$ cat src/rtl/stack_addr_sequencer.sv
// stack_addr_sequencer
// Address and flow sequencer in front of activation_stack.
// Forward pass: accepts N activation vectors and writes them to stack
// addresses 0..N-1. Backward pass: issues read addresses N-2 down to 0 so the
// stack returns (addr, addr+1) activation pairs to the backprop stage.
//
// Optional feature macro: STACK_SEQ_AUTOREAD_EN
//   defined   - backward reads advance on every output-address handshake,
//               with no wait for bwd_next.
//   undefined - each backward read is released by a bwd_next pulse.

module stack_addr_sequencer #(
    parameter int unsigned NEURON_NUM       = 6,
    parameter int unsigned ACTIVATION_WIDTH = 8,
    parameter int unsigned STACK_ADDR_WIDTH = 10,
    localparam int unsigned STACK_WIDTH     = NEURON_NUM * ACTIVATION_WIDTH
) (
    input  logic                        clk,
    input  logic                        rst,
    input  logic                        start,
    input  logic [STACK_ADDR_WIDTH-1:0] layer_count,
    input  logic [STACK_WIDTH-1:0]      fwd_data,
    input  logic                        fwd_data_valid,
    output logic                        fwd_data_ready,
    output logic [STACK_WIDTH-1:0]      stack_input_data,
    output logic                        stack_input_data_valid,
    input  logic                        stack_input_data_ready,
    output logic [STACK_ADDR_WIDTH-1:0] stack_input_addr,
    output logic                        stack_input_addr_valid,
    input  logic                        stack_input_addr_ready,
    output logic [STACK_ADDR_WIDTH-1:0] stack_output_addr,
    output logic                        stack_output_addr_valid,
    input  logic                        stack_output_addr_ready,
    input  logic                        bwd_next,
    output logic                        busy,
    output logic                        done
);

    typedef enum logic [2:0] {
        S_IDLE       = 3'd0,
        S_WRITE      = 3'd1,
        S_READ_ISSUE = 3'd2,
        S_READ_WAIT  = 3'd3,
        S_DONE       = 3'd4
    } state_t;

    state_t                      state_q;
    logic [STACK_ADDR_WIDTH-1:0] n_q;
    logic [STACK_ADDR_WIDTH-1:0] wr_ptr_q;
    logic [STACK_ADDR_WIDTH-1:0] rd_ptr_q;
    logic                        pending_q;
    logic                        fwd_ready_q;
    logic [STACK_WIDTH-1:0]      in_data_q;
    logic                        in_data_vld_q;
    logic [STACK_ADDR_WIDTH-1:0] in_addr_q;
    logic                        in_addr_vld_q;
    logic [STACK_ADDR_WIDTH-1:0] out_addr_q;
    logic                        out_addr_vld_q;
    logic                        busy_q;
    logic                        done_q;

    logic                        in_data_vld_d;
    logic                        in_addr_vld_d;
    logic                        fwd_hs_c;
    logic                        wr_complete_c;
    logic                        wr_last_c;
    logic                        rd_hs_c;
    logic                        rd_last_c;

    // Per-channel write completion and handshake decode.
    always_comb begin
        in_data_vld_d = in_data_vld_q && !stack_input_data_ready;
        in_addr_vld_d = in_addr_vld_q && !stack_input_addr_ready;
        fwd_hs_c      = fwd_data_valid && fwd_ready_q;
        wr_complete_c = pending_q && !in_data_vld_d && !in_addr_vld_d;
        wr_last_c     = (wr_ptr_q == (n_q - STACK_ADDR_WIDTH'(1)));
        rd_hs_c       = out_addr_vld_q && stack_output_addr_ready;
        rd_last_c     = (rd_ptr_q == '0);
    end

    // Sequencer FSM with all outputs registered.
    always_ff @(posedge clk) begin
        if (rst) begin
            state_q        <= S_IDLE;
            n_q            <= '0;
            wr_ptr_q       <= '0;
            rd_ptr_q       <= '0;
            pending_q      <= 1'b0;
            fwd_ready_q    <= 1'b0;
            in_data_q      <= '0;
            in_data_vld_q  <= 1'b0;
            in_addr_q      <= '0;
            in_addr_vld_q  <= 1'b0;
            out_addr_q     <= '0;
            out_addr_vld_q <= 1'b0;
            busy_q         <= 1'b0;
            done_q         <= 1'b0;
        end else begin
            done_q <= 1'b0;
            case (state_q)
                S_IDLE: begin
                    if (start && (layer_count >= STACK_ADDR_WIDTH'(2))) begin
                        n_q         <= layer_count;
                        wr_ptr_q    <= '0;
                        fwd_ready_q <= 1'b1;
                        busy_q      <= 1'b1;
                        state_q     <= S_WRITE;
                    end
                end

                S_WRITE: begin
                    if (fwd_hs_c) begin
                        // Launch both stack channels for this vector.
                        in_data_q     <= fwd_data;
                        in_addr_q     <= wr_ptr_q;
                        in_data_vld_q <= 1'b1;
                        in_addr_vld_q <= 1'b1;
                        pending_q     <= 1'b1;
                        fwd_ready_q   <= 1'b0;
                    end else if (pending_q) begin
                        in_data_vld_q <= in_data_vld_d;
                        in_addr_vld_q <= in_addr_vld_d;
                        if (wr_complete_c) begin
                            pending_q <= 1'b0;
                            wr_ptr_q  <= wr_ptr_q + STACK_ADDR_WIDTH'(1);
                            if (wr_last_c) begin
                                // Last vector stored: first read is the pair (N-2, N-1).
                                rd_ptr_q       <= n_q - STACK_ADDR_WIDTH'(2);
                                out_addr_q     <= n_q - STACK_ADDR_WIDTH'(2);
                                out_addr_vld_q <= 1'b1;
                                state_q        <= S_READ_ISSUE;
                            end else begin
                                fwd_ready_q <= 1'b1;
                            end
                        end
                    end
                end

                S_READ_ISSUE: begin
`ifdef STACK_SEQ_AUTOREAD_EN
                    if (rd_hs_c) begin
                        if (rd_last_c) begin
                            out_addr_vld_q <= 1'b0;
                            done_q         <= 1'b1;
                            state_q        <= S_DONE;
                        end else begin
                            rd_ptr_q   <= rd_ptr_q - STACK_ADDR_WIDTH'(1);
                            out_addr_q <= rd_ptr_q - STACK_ADDR_WIDTH'(1);
                        end
                    end
`else
                    if (rd_hs_c) begin
                        out_addr_vld_q <= 1'b0;
                        state_q        <= S_READ_WAIT;
                    end
`endif
                end

                S_READ_WAIT: begin
                    if (bwd_next) begin
                        if (rd_last_c) begin
                            done_q  <= 1'b1;
                            state_q <= S_DONE;
                        end else begin
                            rd_ptr_q       <= rd_ptr_q - STACK_ADDR_WIDTH'(1);
                            out_addr_q     <= rd_ptr_q - STACK_ADDR_WIDTH'(1);
                            out_addr_vld_q <= 1'b1;
                            state_q        <= S_READ_ISSUE;
                        end
                    end
                end

                S_DONE: begin
                    busy_q  <= 1'b0;
                    state_q <= S_IDLE;
                end

                default: begin
                    busy_q         <= 1'b0;
                    fwd_ready_q    <= 1'b0;
                    in_data_vld_q  <= 1'b0;
                    in_addr_vld_q  <= 1'b0;
                    out_addr_vld_q <= 1'b0;
                    pending_q      <= 1'b0;
                    state_q        <= S_IDLE;
                end
            endcase
        end
    end

    assign fwd_data_ready          = fwd_ready_q;
    assign stack_input_data        = in_data_q;
    assign stack_input_data_valid  = in_data_vld_q;
    assign stack_input_addr        = in_addr_q;
    assign stack_input_addr_valid  = in_addr_vld_q;
    assign stack_output_addr       = out_addr_q;
    assign stack_output_addr_valid = out_addr_vld_q;
    assign busy                    = busy_q;
    assign done                    = done_q;

endmodule

$ cat config.mk
export PLATFORM = sky130hd
export DESIGN_NAME = stack_addr_sequencer
export DESIGN_NICKNAME = d
export VERILOG_FILES = /design/src/rtl/stack_addr_sequencer.sv
export SDC_FILE = /design/constraint.sdc
export NUM_CORES = 1
export LEC_CHECK = 0
export CORE_ASPECT_RATIO = 2
export CORE_UTILIZATION = 47
export DETAILED_ROUTE_END_ITERATION = 6
export PLACE_DENSITY = 0.9
export SETUP_SLACK_MARGIN = 0.3
export SKIP_CTS_REPAIR_TIMING = 1
export SYNTH_ARGS = -nofsm -noshare
export SYNTH_HDL_FRONTEND = slang
export SYNTH_SLANG_ARGS = --single-unit
$ cat constraint.sdc
create_clock -name clk -period 3.1 [get_ports clk]
set_clock_uncertainty 0.2 [all_clocks]
set_input_delay 0.31 -clock clk [delete_from_list [all_inputs] [get_ports clk]]
set_output_delay 0.31 -clock clk [all_outputs]
set_load 0.02 [all_outputs]
==> qor.yml <==
synth_top_area_share: 0.437
stdcell_count: 806
worst-path-buf-inv: 1
slew_headroom: 0.598
rows: 50
p_leak_nw: 2.22
total_power_mw: 3.33
path_clk_slew_ps: 70
cts_num_sinks: 98
grt.overflow.total: 0
synth_area_per_cell_sq_um: 7.83
clockBufferDepth: 2
maxCapViolCount: 0
synthTopCellsByArea: "dfxtp_1 (44%), nand2_1 (12%), a21oi_1 (8.1%)"
endpoint_kind: "flop"
post-route-drc-count: 4
viasPerCell: 5.80
drt_wl_total_um: 14300
dp_hpwl_um: 10500
crit_arrival_ps: 2760
cp_slowest_cell: "dfxtp_1"
combPwrFrac: 0.250
grt_first_pass_wirelength_um: 22000
drtAntennaViolNets: 0
grt_max_degree: 61
p_clk_frac: 0.326
fin_ws_ps: 351
worst_slew_pin_slew_ps: 602
dieArea_sq_um: 9960
switching_share: 0.324
io_pins: 140
grt_antenna_before_repair: 0
peakVddDrop_mv: 0.395
drive_above_1_share: 0.0684
htree_levels: 3
p_int_mw: 2.25
vias: 4674
finalSetupViolCount: 0
synthCells: 573
cts_buffers: 9
final_util: 0.671
grt_pass1_vias: 4613
cts_tree: "done"
path_cells: "inv_2 > ha_1 > a21bo_2 > a211oi_1 > o2111a_1 > nand4_2 > o21ba_2 > o211ai_1 > o31ai_1"
ff2ff_setup_slack_ps: 350
seq_power_share: 0.424
slew_violations: 0
wire_per_inst_um: 17.7
syn_to_final_growth_pct: 39.4
synth_cell_types: 56
coreArea_sq_um: 9320
mostFrequentLayoutCell: "nand2_1"
layout_min_cycle_time_ps: 2750
yosysWarnings: 0
nets: 768
hold_viol: 0
io_buffers: 139
power_density_nw_per_um2: 533
drt_iter0_drc: 363
critPathLaunchType: "flop"
die_height_um: 140
start_util: 0.481
rsz0062_at_grt: "no"
fin_setup_tns_ps: 0
cpPeakStageDelay_ps: 410
cp_top_family: "compound AO/OA/AOI/OAI gates"
synth_edf_count: 0
routabilityCongestion: 0.958
grtUsageTotal: 0.287
crit_fanout: 8
fmax_mhz: 364
firstDrtPassIters: 7
fp.dieW_um: 71.1
syn-num-nets: 644
layout_common_cells: "nand2_1 (142), clkdlybuf4s50_1 (138), dfxtp_1 (96)"
post-route-period-util: 0.887
yosysTopAreaCell: "dfxtp_1"
antenna_cells: 0
clockRootBuffer: "clkbuf_16"
ys_ff_latch: 98
syn_area_sq_um: 4490
ys_seq_area_frac: 0.437
failed_checks: "design-rule violations"
dp_cells: 789
crit_type: "reg -> reg"
clk_latency_ps: 350
place_ws_ps: 359
async_flop_share: 0
hold_path_class: "reg -> reg"
outcome: "finished with violations"
ys.flop_type: "dfxtp_1"
worstPathRequired_ps: 3110
p_sw_mw: 1.08
==> cell type report <==
type | count | area (sq um)
clock buffers | 9 | 225
flip-flops and latches | 98 | 1960
repair buffers | 149 | 1460
clock inverters | 7 | 58.8
fillers | 746 | 3070
multi-input cells | 425 | 2360
inverters | 14 | 52.6
well taps | 104 | 130
==> cell families after synthesis <==
kind of cell,synth area share
AO/OA/AOI/OAI,0.189
XOR/XNOR,0.0508
adder cells (fa/ha/maj),0.0139
buffers and inverters,0.0444
flip-flops,0.437
multiplexers,0.0268
AND/OR/NAND/NOR,0.238
==> worst min-delay path: stages (launching register included) <==
cell and delay, ps:
dfxtp_1 310, nand2_1 50, a21oi_1 50
==> layer usage <==
layer  track usage  vias up  routed length (um)  part of all wire
li1              -     2216                   -                 -
met3        0.0633       71                 847             0.059
met4         0.224        0                 991             0.069
met1         0.268     2160                4710              0.33
met5             0        -                   0                 0
met2         0.523      227                7720              0.54
==> path summary, 6_finish.rpt <==
path | to | from | cells after the start
max | stack_output_addr[4] | n_q[1] | 9
min | stack_input_data[28] | stack_input_data[28] | 2
max reg2reg | stack_output_addr[4] | n_q[1] | 9
min reg2reg | stack_input_data[28] | stack_input_data[28] | 2
==> registers in the layout, indices dropped and copies added, names as in the netlist, 3 cells and up <==
name / cells
n_q: 10
state_q: 3
stack_input_addr: 10
stack_input_data: 48
stack_output_addr: 10
wr_ptr_q: 10
==> per-stage QoR <==
stage               area, sq um  hold slack, ps
floorplan                  4490             246
global placement           5930             241
detailed placement         5930             246
CTS                        6210             248
global route               6250             276
finish                     6250             252
==> synth_stat cells (10+ instances only) <==
| cell type | number |
|---|---|
| xnor2_1 | 10 |
| o21ai_0 | 18 |
| clkbuf_1 | 30 |
| dfxtp_1 | 98 |
| nand3_1 | 12 |
| inv_1 | 13 |
| mux2i_1 | 12 |
| nand2_1 | 142 |
| xor2_1 | 16 |
| nor3_1 | 12 |
| a21oi_1 | 73 |
| nor2_1 | 48 |
==> power by group through the flow <==
stage | Combinational [mW] | Sequential [mW] | Clock, mW
global placement | 0.785 | 1.43 | 0
CTS | 0.806 | 1.41 | 1.10
finish | 0.832 | 1.41 | 1.09
floorplan | 0.453 | 1.45 | 0
detailed placement | 0.800 | 1.44 | 0
global route | 0.893 | 1.42 | 1.16
No activity file was read; power rests on OpenSTA's default activity.
